**src/rtl/cam_cfg_pkg.sv**
```systemverilog
// Shared types and helpers for the camera register-configuration sequencer.
// Latency: n/a (types, constants and a pure function only).
// Backpressure: n/a.
package cam_cfg_pkg;

    // Sequencer states, walked once per step enable
    typedef enum logic [2:0] {
        IDLE,
        SEL,
        FETCH,
        XFER,
        WAIT,
        NEXT
    } cfg_state_e;

    // Table register-address values with special meaning
    localparam logic [15:0] TBL_END = 16'hFFFF;
    localparam logic [15:0] TBL_DLY = 16'hFFFE;

    // Delay counter width; 255 ms at any sane step rate fits comfortably
    localparam int DLY_W = 24;

    // Convert a table delay in milliseconds into a number of step ticks.
    // A step rate below 1 kHz is rounded up to one step per millisecond.
    function automatic logic [DLY_W-1:0] ms_to_steps(input logic [7:0] ms,
                                                     input int unsigned step_hz);
        int unsigned per_ms;
        per_ms = step_hz / 1000;
        if (per_ms == 0) begin
            per_ms = 1;
        end
        return DLY_W'(32'(ms) * per_ms);
    endfunction

endpackage

```
**src/rtl/cam_tick_div.sv**
```systemverilog
// Step divider: free-running count 0..DIV-1, toggles tick_o and pulses step_en_o at the wrap.
// Latency: step_en_o is a decode of the count register, high for one cycle every DIV cycles.
// Backpressure: none; free-running from reset release.
module cam_tick_div #(
    parameter int unsigned DIV = 2
) (
    input  logic clk_i,
    input  logic rst_ni,
    output logic tick_o,
    output logic step_en_o
);
    localparam int unsigned     DIV_C    = (DIV < 1) ? 1 : DIV;
    localparam int              CNT_W    = (DIV_C > 1) ? $clog2(DIV_C) : 1;
    localparam logic [CNT_W-1:0] CNT_LAST = CNT_W'(DIV_C - 1);

    logic [CNT_W-1:0] cnt_q;
    logic             tick_q;

    assign step_en_o = (cnt_q == CNT_LAST);
    assign tick_o    = tick_q;

    // Count up, wrap at DIV-1 and flip the tick on every wrap
    always_ff @(posedge clk_i or negedge rst_ni) begin
        if (!rst_ni) begin
            cnt_q  <= '0;
            tick_q <= 1'b0;
        end else if (step_en_o) begin
            cnt_q  <= '0;
            tick_q <= ~tick_q;
        end else begin
            cnt_q  <= cnt_q + CNT_W'(1);
        end
    end

endmodule

```
**src/rtl/cam_reg_seq.sv**
```systemverilog
// Camera register sequencer: walks a {addr16,data8} table and writes it to each masked channel in turn.
// Latency: one write = 1 FETCH step + master time + 1 step; table delays cost max(1, ms*steps_per_ms) steps.
// Backpressure: waits on i2c_tr_end per write; cfg_start ignored while busy. Macro CAM_REG_SEQ_RETRY_EN adds NACK retries.
module cam_reg_seq
    import cam_cfg_pkg::*;
#(
    parameter int          N_CH      = 2,
    parameter int          TBL_DEPTH = 512,
    parameter logic [7:0]  DEV_ADDR  = 8'h78,
    parameter int unsigned CLK_HZ    = 25_000_000,
    parameter int unsigned I2C_HZ    = 20_000,
    parameter int unsigned MAX_RETRY = 3,
    localparam int         IDX_W     = $clog2(TBL_DEPTH),
    localparam int         CH_W      = (N_CH > 1) ? $clog2(N_CH) : 1
) (
    input  logic             clk_25M,
    input  logic             camera_rstn,
    input  logic             cfg_start,
    input  logic [N_CH-1:0]  ch_mask,
    output logic [IDX_W-1:0] tbl_index,
    input  logic [23:0]      tbl_data,
    output logic [CH_W-1:0]  i2c_ch,
    output logic [31:0]      i2c_data,
    output logic             i2c_start,
    input  logic             i2c_tr_end,
    input  logic             i2c_nack,
    output logic             i2c_tick,
    output logic             cfg_busy,
    output logic [N_CH-1:0]  cfg_done,
    output logic [N_CH-1:0]  cfg_err
);
    localparam int unsigned      STEP_HZ  = 2 * I2C_HZ;
    localparam int unsigned      DIV      = CLK_HZ / STEP_HZ;
    localparam logic [IDX_W-1:0] IDX_LAST = IDX_W'(TBL_DEPTH - 1);

    // Retries allowed per entry; zero means the first NACK aborts the channel
`ifdef CAM_REG_SEQ_RETRY_EN
    localparam int unsigned RTY_LIMIT = MAX_RETRY;
`else
    localparam int unsigned RTY_LIMIT = 0;
`endif
    localparam int RTY_W = (MAX_RETRY > 0) ? $clog2(MAX_RETRY + 1) : 1;

    logic             step_en;
    cfg_state_e       state_q;
    logic [N_CH-1:0]  mask_q;
    logic [N_CH-1:0]  mask_d;
    logic [CH_W-1:0]  ch_q;
    logic [CH_W-1:0]  sel_ch_d;
    logic [IDX_W-1:0] idx_q;
    logic [31:0]      data_q;
    logic             start_q;
    logic             busy_q;
    logic [N_CH-1:0]  done_q;
    logic [N_CH-1:0]  err_q;
    logic [DLY_W-1:0] dly_q;
    logic [RTY_W-1:0] rty_q;
    logic [15:0]      tbl_reg;
    logic [7:0]       tbl_val;

    cam_tick_div #(
        .DIV (DIV)
    ) u_tick_div (
        .clk_i     (clk_25M),
        .rst_ni    (camera_rstn),
        .tick_o    (i2c_tick),
        .step_en_o (step_en)
    );

    assign tbl_reg = tbl_data[23:8];
    assign tbl_val = tbl_data[7:0];

    // Lowest channel still pending in the latched mask
    always_comb begin
        sel_ch_d = '0;
        for (int i = N_CH - 1; i >= 0; i--) begin
            if (mask_q[i]) begin
                sel_ch_d = CH_W'(i);
            end
        end
    end

    // Mask with the channel just finished removed
    assign mask_d = mask_q & ~(N_CH'(1) << ch_q);

    // Sequencer FSM: start capture on any cycle, state moves only on step enable
    always_ff @(posedge clk_25M or negedge camera_rstn) begin
        if (!camera_rstn) begin
            state_q <= IDLE;
            mask_q  <= '0;
            ch_q    <= '0;
            idx_q   <= '0;
            data_q  <= '0;
            start_q <= 1'b0;
            busy_q  <= 1'b0;
            done_q  <= '0;
            err_q   <= '0;
            dly_q   <= '0;
            rty_q   <= '0;
        end else begin
            // A start pulse is captured here so a pulse between steps is not lost
            if (state_q == IDLE && !busy_q && cfg_start && (|ch_mask)) begin
                mask_q <= ch_mask;
                done_q <= done_q & ~ch_mask;
                err_q  <= err_q & ~ch_mask;
                busy_q <= 1'b1;
            end
            if (step_en) begin
                case (state_q)
                    IDLE: begin
                        if (busy_q) begin
                            state_q <= SEL;
                        end
                    end
                    SEL: begin
                        ch_q    <= sel_ch_d;
                        idx_q   <= '0;
                        rty_q   <= '0;
                        state_q <= FETCH;
                    end
                    FETCH: begin
                        // The last table slot doubles as an end marker so the index never wraps
                        if (tbl_reg == TBL_END || idx_q == IDX_LAST) begin
                            done_q[ch_q] <= 1'b1;
                            state_q      <= NEXT;
                        end else if (tbl_reg == TBL_DLY) begin
                            dly_q   <= ms_to_steps(tbl_val, STEP_HZ);
                            state_q <= WAIT;
                        end else begin
                            data_q  <= {DEV_ADDR, tbl_data};
                            start_q <= 1'b1;
                            state_q <= XFER;
                        end
                    end
                    XFER: begin
                        if (i2c_tr_end) begin
                            start_q <= 1'b0;
                            if (!i2c_nack) begin
                                idx_q   <= idx_q + IDX_W'(1);
                                rty_q   <= '0;
                                state_q <= FETCH;
                            end else if (rty_q != RTY_W'(RTY_LIMIT)) begin
                                // Re-fetch the same entry; start stays low for that step
                                rty_q   <= rty_q + RTY_W'(1);
                                state_q <= FETCH;
                            end else begin
                                err_q[ch_q] <= 1'b1;
                                state_q     <= NEXT;
                            end
                        end
                    end
                    WAIT: begin
                        // Leaving at count <= 1 makes a delay of N cost N steps, and 0 cost one
                        if (dly_q <= DLY_W'(1)) begin
                            idx_q   <= idx_q + IDX_W'(1);
                            state_q <= FETCH;
                        end else begin
                            dly_q <= dly_q - DLY_W'(1);
                        end
                    end
                    NEXT: begin
                        mask_q <= mask_d;
                        if (|mask_d) begin
                            state_q <= SEL;
                        end else begin
                            busy_q  <= 1'b0;
                            state_q <= IDLE;
                        end
                    end
                    default: state_q <= IDLE;
                endcase
            end
        end
    end

    assign tbl_index = idx_q;
    assign i2c_ch    = ch_q;
    assign i2c_data  = data_q;
    assign i2c_start = start_q;
    assign cfg_busy  = busy_q;
    assign cfg_done  = done_q;
    assign cfg_err   = err_q;

endmodule

```
**config.mk**
```make
export PLATFORM = sky130hd
export DESIGN_NAME = cam_reg_seq
export DESIGN_NICKNAME = d
export VERILOG_FILES = /design/src/rtl/cam_cfg_pkg.sv /design/src/rtl/cam_tick_div.sv /design/src/rtl/cam_reg_seq.sv
export SDC_FILE = /design/constraint.sdc
export NUM_CORES = 1
export LEC_CHECK = 0
export ABC_AREA = 0
export ABC_CLOCK_PERIOD_IN_PS = 3500
export CORE_MARGIN = 4
export CORE_UTILIZATION = 53
export DETAILED_ROUTE_END_ITERATION = 10
export PLACE_DENSITY = 0.77
export RECOVER_POWER = 50
export SETUP_SLACK_MARGIN = 0.15
export SLEW_MARGIN = 20
export SYNTH_ARGS = -nofsm -noshare
export SYNTH_HDL_FRONTEND = slang
export SYNTH_SLANG_ARGS = --single-unit
```
**constraint.sdc**
```tcl
create_clock -name clk_25M -period 3.5 [get_ports clk_25M]
set_input_delay 0.525 -clock clk_25M [delete_from_list [all_inputs] [get_ports clk_25M]]
set_output_delay 0.525 -clock clk_25M [all_outputs]
set_load 0.03 [all_outputs]
```
# Word-level counts from Yosys, hierarchy flattened
# Index checks and enable logic that the tools add are counted.
# W data, S select, Z words.
[word_totals]
output_inout_bits = 49
wordCells = 118
input_bits = 31
regBits = 83
[classes]
n_eq_ne = 18
n_mux = 47
add_sub_neg = 4
reduce_logical = 21
mul = 1
order_cmp = 3
n_bitwise = 10
n_shift = 1
[op_table]
columns = ["op", "count"]
rows = [
  ["$mux W24", 3],
  ["$pmux W24 S2", 1],
  ["$eq A16 B16 Y1 const B", 2],
  ["$mux W2", 16],
  ["$mux W9", 3],
  ["$pmux W9 S3", 1],
  ["$le A24 B1 Y1 const B", 1],
  ["$sub A24 B1 Y24 const B", 1],
  ["$mux W3", 7],
  ["$pmux W3 S6", 1],
  ["$ne A2 B2 Y1 const B", 8],
  ["$reduce_and A5 Y1", 3],
  ["$reduce_and A4 Y1", 3],
  ["$mul A8 B3 Y11 const B", 1],
  ["$mux W1", 11],
  ["$add A10 B1 Y10 const B", 1],
  ["$eq A10 B10 Y1 const B", 1],
  ["$mux W10", 1],
  ["$add A9 B1 Y9 const B", 1],
  ["$eq A9 B9 Y1 const B", 1],
  ["$reduce_bool A2 Y1", 4],
  ["$and A2 B2 Y2", 3],
  ["$eq A3 B2 Y1 const B", 2],
  ["$eq A3 B3 Y1 const B", 2],
  ["other kinds (19)", 27],
]

# Longest topological paths before layout
# Gate-level depths: netlist of the first run.
[depth]
depth_word = 11
mapped_depth = 12
mapped_depth_nobuf = 11

# Cells and area by module
# Synthesis of the first run repeated with hierarchy kept, for this count alone.
[unflattened]
cells_unflattened = 463
area_unflattened_um2 = 4541.9
[by_module_without_submodules]
columns = ["module", "instances", "area_per_inst_um2", "cells_per_inst", "seq_area_each_um2"]
rows = [
  ["cam_reg_seq", 1, 3980.1, 413, 1801.7],
  ["cam_tick_div", 1, 561.8, 50, 275.3],
]

# Worst setup path after synthesis of the first run
# No wires, ideal clock.
[synth_path]
kind = "register to register"
from = "register idx_q[0], in the netlist tbl_index[0]"
to = "register data_q[10], in the netlist i2c_data[10]"
synth_period_minus_slack_ns = 2.879
setup_ns = 0.125
n_path_buf = 1
setup_slack_ns = 0.621
path_stages_with_launch = 10
t_required_ns = 3.375
arrival_ns = 2.754
cell_sequence = "dfrtp_1 > ha_1 > and3_1 > and3_1 > and3_1 > ha_1 > or2_2 > nor2_1 > buf_2 > mux2_2"
[synth_via]
elab_chain_len = 4
[synth_lines]
columns = ["element", "line", "source"]
rows = [
  ["from (decl)", "cam_reg_seq.sv:50", "logic [IDX_W-1:0] idx_q;"],
  ["from (signal assigned)", "cam_reg_seq.sv:139", "idx_q <= idx_q + IDX_W'(1);"],
  ["from (signal assigned)", "cam_reg_seq.sv:155", "idx_q <= idx_q + IDX_W'(1);"],
  ["$eq A9 B9 Y1", "cam_reg_seq.sv:123", "if (tbl_reg == TBL_END || idx_q == IDX_LAST) begin"],
  ["$logic_or A1 B1 Y1", "cam_reg_seq.sv:123", ""],
  ["$not A1 Y1 (no source line)", "n/a", ""],
  ["$reduce_and A4 Y1 (no source line)", "n/a", ""],
  ["to (signal assigned)", "cam_reg_seq.sv:130", "data_q <= {DEV_ADDR, tbl_data};"],
  ["to (decl)", "cam_reg_seq.sv:51", "logic [31:0] data_q;"],
]
# No other way between the ends.
# A chain may end at the register's enable or synchronous reset.

# Worst setup path after layout of the first run
[layout_path]
from = "register idx_q[0], in the netlist tbl_index[0]"
to = "register dly_q[18]"
[layout_via]
elab_chain_len = 4
[layout_lines]
columns = ["element", "line", "source"]
rows = [
  ["$eq A9 B9 Y1", "cam_reg_seq.sv:123", ""],
  ["$logic_or A1 B1 Y1", "cam_reg_seq.sv:123", ""],
  ["$ne A2 B2 Y1 (no source line)", "n/a", ""],
  ["$reduce_and A5 Y1 (no source line)", "n/a", ""],
  ["to (signal assigned)", "cam_reg_seq.sv:127", "dly_q <= ms_to_steps(tbl_val, STEP_HZ);"],
  ["to (signal assigned)", "cam_reg_seq.sv:158", "dly_q <= dly_q - DLY_W'(1);"],
  ["to (decl)", "cam_reg_seq.sv:56", "logic [DLY_W-1:0] dly_q;"],
]
# No other way between the ends.

==> results.json, run 1 <==
{
  "status": "finished, violations left",
  "violations": "capacitance limit, slew limit",
  "cts_resized": 0,
  "synth-compound-area-share_pct": 12.6,
  "dr.pass1.iters": 4,
  "hold_path.class": "register to register",
  "fp-row-count": 33,
  "grt_setup_unrepaired": "false",
  "cts_tree": "built",
  "dp_slack_ps": 321,
  "cts-buffers-inserted": 9,
  "max_freq_mhz": 327,
  "finalCritPeriodShare_pct": 87.3,
  "first_global_vias": 3757,
  "drv_cap": 1,
  "synth.avg_cell_area_sq_um": 9.71,
  "vias": 3692,
  "powerDensity_nw_per_um2": 381,
  "ys.flop_type": "dfrtp_1",
  "dieArea_sq_um": 10000,
  "drcViolationCount": 0,
  "fin_worst_skew_ps": 10.5,
  "crit_path_max_incr_delay_ps": 410,
  "final-max-slew-violation-count": 84,
  "slew_headroom_pct": -36.8,
  "synth_area_leaders": "dfrtp_1, mux2_2, ha_1",
  "synth_edf_count": 0,
  "crit_fanout": 13,
  "p_leak_nw": 2.29,
  "criticalPathCategory": "register to register",
  "slowest_stage": "dfrtp_1",
  "grt_antenna_before_repair": 0,
  "ios": 80,
  "layout.nets": 591,
  "cp_top_family": "simple AND/OR/NAND/NOR gates",
  "cts_setup_buffers": 0,
  "dp.final_hpwl_microns": 7250,
  "synth_cell_types": 55,
  "max-vdd-ir-drop_mv": 0.256,
  "root_buffer": "clkbuf_8",
  "area_delta_synth_final_pct": 23.8,
  "drt_iter0_markers": 248,
  "finalWorstSetupSlack_ps": 445,
  "cp.arrival_ps": 3280,
  "synth_fa_ha_area_share_pct": 5.72,
  "synth_warnings": 0,
  "start_util_pct": 54.6,
  "grt_max_degree": 84,
  "setup_viol": 0,
  "viasPerCell": 5.69,
  "postCtsHoldBufs": 0,
  "synth_top_family_by_area": "simple AND/OR/NAND/NOR gates",
  "worstMarginPinSlew_ps": 2050,
  "muxShareOfSynthArea_pct": 6.47,
  "yosys.area_share.simple_pct": 20.8,
  "grt.total_usage_pct": 22.1,
  "netlist.area_leader.share_pct": 46.1,
  "seq_area_frac_synth_pct": 46.1,
  "crit_buf_inv": 2,
  "rr_endpoint": "dly_q[18]$_DFFE_PN0P_",
  "final_hold_viol_count": 0,
  "crit_path_frequent_cell": "and3_1",
  "ff2ff_setup_slack_ps": 440,
  "path_clk_slew_ps": 80,
  "synth_xor_area_share_pct": 4.47,
  "grt_pass1_wl_microns": 18000,
  "clkLatencyLatePin_ps": 350,
  "r2r-start": "tbl_index[0]$_DFFE_PN0P_",
  "netlist_area_sq_um": 4510,
  "reg2reg_depth": 12,
  "coreArea_sq_um": 8260,
  "wl_microns": 10300,
  "clock_path_buffers": 2,
  "netlist_top_cells_count": "dfrtp_1, nor2_1, o21ai_0, nand2_1, mux2_2",
  "ys_ff_latch": 83,
  "min_period_ps": 3060,
  "place_congestion": 0.844,
  "htree_levels": 3,
  "wl_per_cell_microns": 15.9,
  "required_ps": 3730,
  "end_kind": "register",
  "clock_sinks": 83,
  "die_w_microns": 100,
  "synthCells": 464,
  "die_h_microns": 100,
  "synth_async_sr_flop_share_pct": 100,
  "crit_chain": "ha_1 -> and3_1 -> and3_1 -> and3_1 -> ha_1 -> nor3b_1 -> buf_4 -> a2bb2oi_2 -> nand2b_1 -> buf_4 -> o21ai_0 -> o21ai_0",
  "cp-start-kind": "register",
  "antenna_left": 0,
  "worstHoldEndpoint": "u_tick_div.tick_o$_DFFE_PN0N_",
  "synth.largest_area_cell": "dfrtp_1",
  "io_buffers": 75,
  "hold_path_depth": 1,
  "yosysMostFrequentCell": "dfrtp_1",
  "grt_overflow": 0,
  "drive_above_1_share_pct": 11.8,
  "worstHoldStart": "u_tick_div.tick_o$_DFFE_PN0N_",
  "setup_tns_ps": 0,
  "n_antenna_cell": 0
}
-- worst max path at each step --
stage | slack [ps] | to | from | cells past startpoint
finish | 440 | dly_q[18]$_DFFE_PN0P_ | tbl_index[0]$_DFFE_PN0P_ | 12
detailed placement | 320 | dly_q[13]$_DFFE_PN0P_ | tbl_data[2] | 11
CTS | 480 | dly_q[18]$_DFFE_PN0P_ | tbl_index[0]$_DFFE_PN0P_ | 12
global route | 280 | dly_q[18]$_DFFE_PN0P_ | tbl_index[0]$_DFFE_PN0P_ | 12
global placement | 400 | dly_q[13]$_DFFE_PN0P_ | tbl_data[2] | 11
floorplan | 620 | i2c_data[10]$_DFFE_PN0P_ | tbl_index[0]$_DFFE_PN0P_ | 9
-- cells in the final DEF (no fill, tap or decap), types with 3 or more instances in the layout --
master	netlist	layout
bufinv_16	0	3
nand4_1	6	6
or3_1	6	6
nor3_1	14	14
or4_4	3	3
o21ai_0	40	40
and3_1	11	12
nor2_1	58	57
nor4_1	3	3
clkdlybuf4s50_1	0	63
dfrtp_1	83	83
a22o_1	5	5
inv_1	11	11
ha_1	19	19
a31oi_1	5	5
a21oi_1	22	22
mux2_2	25	25
nand3_1	18	18
nor2b_1	8	8
clkbuf_8	0	11
dlygate4sd3_1	0	11
o31ai_1	4	4
xor2_1	12	12
buf_4	7	8
conb_1	1	4
xnor2_1	11	11
nor2_2	4	5
nand2_1	30	30
nand2b_1	10	10
-- cell type report --
cell class	count	area [sq um]
clock buffers	11	151
clock inverters	4	97.6
fillers	660	2680
inverters	11	41.3
multi-input cells	352	2270
flip-flops and latches	83	2080
well taps	105	131
repair buffers	83	806
-- state kept, by name, indices dropped and copies added (netlist names) --
name,flops
dly_q,24
mask_q,2
rty_q,2
state_q,3
tbl_index,9
i2c_start,1
u_tick_div.cnt_q,10
i2c_ch,1
cfg_done,2
u_tick_div.tick_o,1
i2c_data,25
cfg_busy,1
cfg_err,2
-- cells by family (layout without fill, tap and decap cells) --
kind of cell             after synthesis  in the layout
XOR/XNOR                              23             23
buffers and inverters                 32            109
AND/OR/NAND/NOR                      186            186
other                                  1              4
multiplexers                          26             26
adder cells (fa/ha/maj)               20             20
flip-flops                            83             83
AO/OA/AOI/OAI                         93             93
-- per-stage QoR --
step | utilization (%) | instance area [sq um] | power [mW] | std cells | hold slack [ps]
after floorplan | - | 4520 | 1.16 | 467 | 229
after global placement | 64.6 | 5330 | 1.28 | 634 | 463
after detailed placement | 64.6 | 5330 | 1.29 | 634 | 475
after CTS | 67.6 | 5580 | 2.14 | 649 | 399
after global routing | 67.5 | 5580 | 2.21 | 649 | 511
final | 67.5 | 5580 | 2.12 | 649 | 479
-- routing by layer --
| layer | GRT usage [%] | wire (microns) |
|---|---|---|
| met1 | 29.5 | 4730 |
| met2 | 35.3 | 4950 |
| met3 | 5.07 | 517 |
| met4 | 8.29 | 143 |
| met5 | 0 | 0 |
-- where the power goes --
part | internal, mW | total, mW | leakage [nW] | switching [mW]
clock network | 0.509 | 0.859 | 0.122 | 0.350
logic | 0.113 | 0.257 | 1.18 | 0.144
registers | 0.987 | 1.01 | 0.990 | 0.0215
Note: power is estimated with default switching activity, not from simulation.
==> run 2, diff against run 1 <==
ABC_AREA = unset   (was 0)
==> results of run 2 <==
Same layout as run 1: the final DEF is identical, and so are final timing and power.
==> run 3, diff against run 2 <==
CORE_UTILIZATION = 45   (was 53)
CTS_CLUSTER_SIZE = 16   (was unset)
PLACE_DENSITY = 0.67   (was 0.77)
==> run 3 against run 2 <==
Net effect: the run still ends with capacitance limit, slew limit left; critical path type unchanged; largest power group unchanged; setup slack gained 100 ps; sequential power is essentially flat; critical endpoint is now i2c_data[15]$_DFFE_PN0P_; largest cell class unchanged; cell count is 4.5% higher.
==> results.json, run 3 (synthesis gave the netlist of run 1 again) <==
{
  "finalInstanceArea_sq_um": 5560,
  "switchingPower_uw": 517,
  "fin_worst_skew_ps": 14.9,
  "met3_usage_pct": 5.01,
  "grt_max_degree": 84,
  "area_delta_synth_final_pct": 23.4,
  "clock_sinks": 83,
  "met1_usage_pct": 24.9,
  "grt_antenna_before_repair": 0,
  "slew_headroom_pct": -37.6,
  "seqPwrFrac_pct": 51.3,
  "p_leak_nw": 2.27,
  "cts_tree": "built",
  "regArea_sq_um": 2080,
  "placed_area_sq_um": 5370,
  "end_kind": "register",
  "drive_above_1_share_pct": 11.7,
  "root_buffer": "clkbuf_8",
  "final_common_cell": "dfrtp_1",
  "drv_cap": 1,
  "clock_path_buffers": 2,
  "setup_viol": 0,
  "final-max-slew-violation-count": 84,
  "power.internal_mw": 1.45,
  "die_h_microns": 108,
  "die_w_microns": 108,
  "path_clk_slew_ps": 90,
  "vias": 3640,
  "grt_overflow": 0,
  "postCtsHoldBufs": 0,
  "wl_per_cell_microns": 15.0,
  "grt.total_usage_pct": 18.5,
  "antenna_left": 0,
  "cts_setup_buffers": 0,
  "criticalPathCategory": "register to register",
  "dr.pass1.iters": 4,
  "final_core_util_pct": 56.9,
  "coreArea_sq_um": 9770,
  "ios": 80,
  "worstMarginPinSlew_ps": 2060,
  "setup_tns_ps": 0,
  "fillerInstances": 900,
  "grt_use_met2_pct": 29.4,
  "place_congestion": 0.787,
  "io_buffers": 75,
  "combPwrFrac_pct": 13.0,
  "grt-busiest-layer": "met2",
  "grt_setup_unrepaired": "false",
  "dieArea_sq_um": 11700,
  "required_ps": 3750,
  "cp-start-kind": "register",
  "status": "finished, violations left",
  "drcViolationCount": 0,
  "max_freq_mhz": 338,
  "largest_reg_flops": 25,
  "most-common-layout-cells": "dfrtp_1, clkdlybuf4s50_1, nor2_1",
  "hold_path.class": "register to register",
  "layout.nets": 591,
  "first_global_vias": 3523,
  "cts-buffers-inserted": 9,
  "min_period_ps": 2960,
  "violations": "capacitance limit, slew limit",
  "n_antenna_cell": 0,
  "grt_pass1_wl_microns": 17200,
  "fp-row-count": 36,
  "multi_input_area_sq_um": 2270,
  "max-vdd-ir-drop_mv": 0.247,
  "drt_iter0_markers": 200,
  "ff2ff_setup_slack_ps": 540,
  "final_hold_viol_count": 0,
  "crit_fanout": 25,
  "powerDensity_nw_per_um2": 353,
  "dp.final_hpwl_microns": 7280,
  "p_sw_share_pct": 26.3,
  "wl_microns": 10200,
  "finalCritPeriodShare_pct": 84.4,
  "cp.arrival_ps": 3200,
  "clkLatencyLatePin_ps": 370,
  "viasPerCell": 5.37,
  "cts_resized": 0,
  "start_util_pct": 46.1,
  "htree_levels": 3,
  "p_clk_share_pct": 35.7,
  "power_mw": 1.96,
  "dp_slack_ps": 427,
  "finalWorstSetupSlack_ps": 545
}
[run 3: cell types whose count changed in the layout (fill, tap and decap cells not counted), sizes merged]
| cell | change |
|---|---|
| clkinv | +3 |
| bufinv | -2 |
[run 3: final timing paths]
path	start	endpoint	depth (start not counted)
setup / recovery	u_tick_div.cnt_q[0]$_DFF_PN0_	i2c_data[15]$_DFFE_PN0P_	8
hold reg to reg	u_tick_div.tick_o$_DFFE_PN0N_	u_tick_div.tick_o$_DFFE_PN0N_	1
min in group asynchronous	camera_rstn	dly_q[10]$_DFFE_PN0P_	1
hold / removal	u_tick_div.tick_o$_DFFE_PN0N_	u_tick_div.tick_o$_DFFE_PN0N_	1
setup reg to reg	u_tick_div.cnt_q[0]$_DFF_PN0_	i2c_data[15]$_DFFE_PN0P_	8
max in group asynchronous	camera_rstn	tbl_index[3]$_DFFE_PN0P_	1
[run 3: stage by stage]
stage / std cells / hold WS, ps
after floorplan: 467 / 229
after global placement: 662 / 463
after detailed placement: 662 / 475
after CTS: 678 / 398
after global routing: 678 / 505
final: 678 / 475
[run 3: layer usage]
layer	wire length (microns)	vias to the layer above	share of wire [%]
li1	-	1789	-
met1	4600	1752	45
met2	4880	90	48
met3	578	9	5.7
met4	142	0	1.4
met5	0	-	0
[run 3: power by group through the flow]
stage / registers (mW) / clock network (mW) / logic [mW]
after global placement: 1.03 / 0 / 0.257
final: 1.01 / 0.701 / 0.255
after detailed placement: 1.03 / 0 / 0.259
after floorplan: 1.06 / 0 / 0.109
after CTS: 1.01 / 0.723 / 0.261
after global routing: 1.01 / 0.761 / 0.284
[run 3: worst max-delay path: stages (launching register included)]
cell and delay, ps:
dfrtp_1 430, inv_1 70, ha_1 140, nor4bb_1 290, and3_1 760, nand2_1 270
nor2_2 170, buf_4 310, mux2_2 380
[run 3: cell type report]
class,count,area share (%)
repair buffers,83,14.5
well taps,133,2.99
multi-input cells,352,40.9
flip-flops and latches,83,37.4
clock inverters,5,0.946
clock buffers,11,2.54
inverters,11,0.743
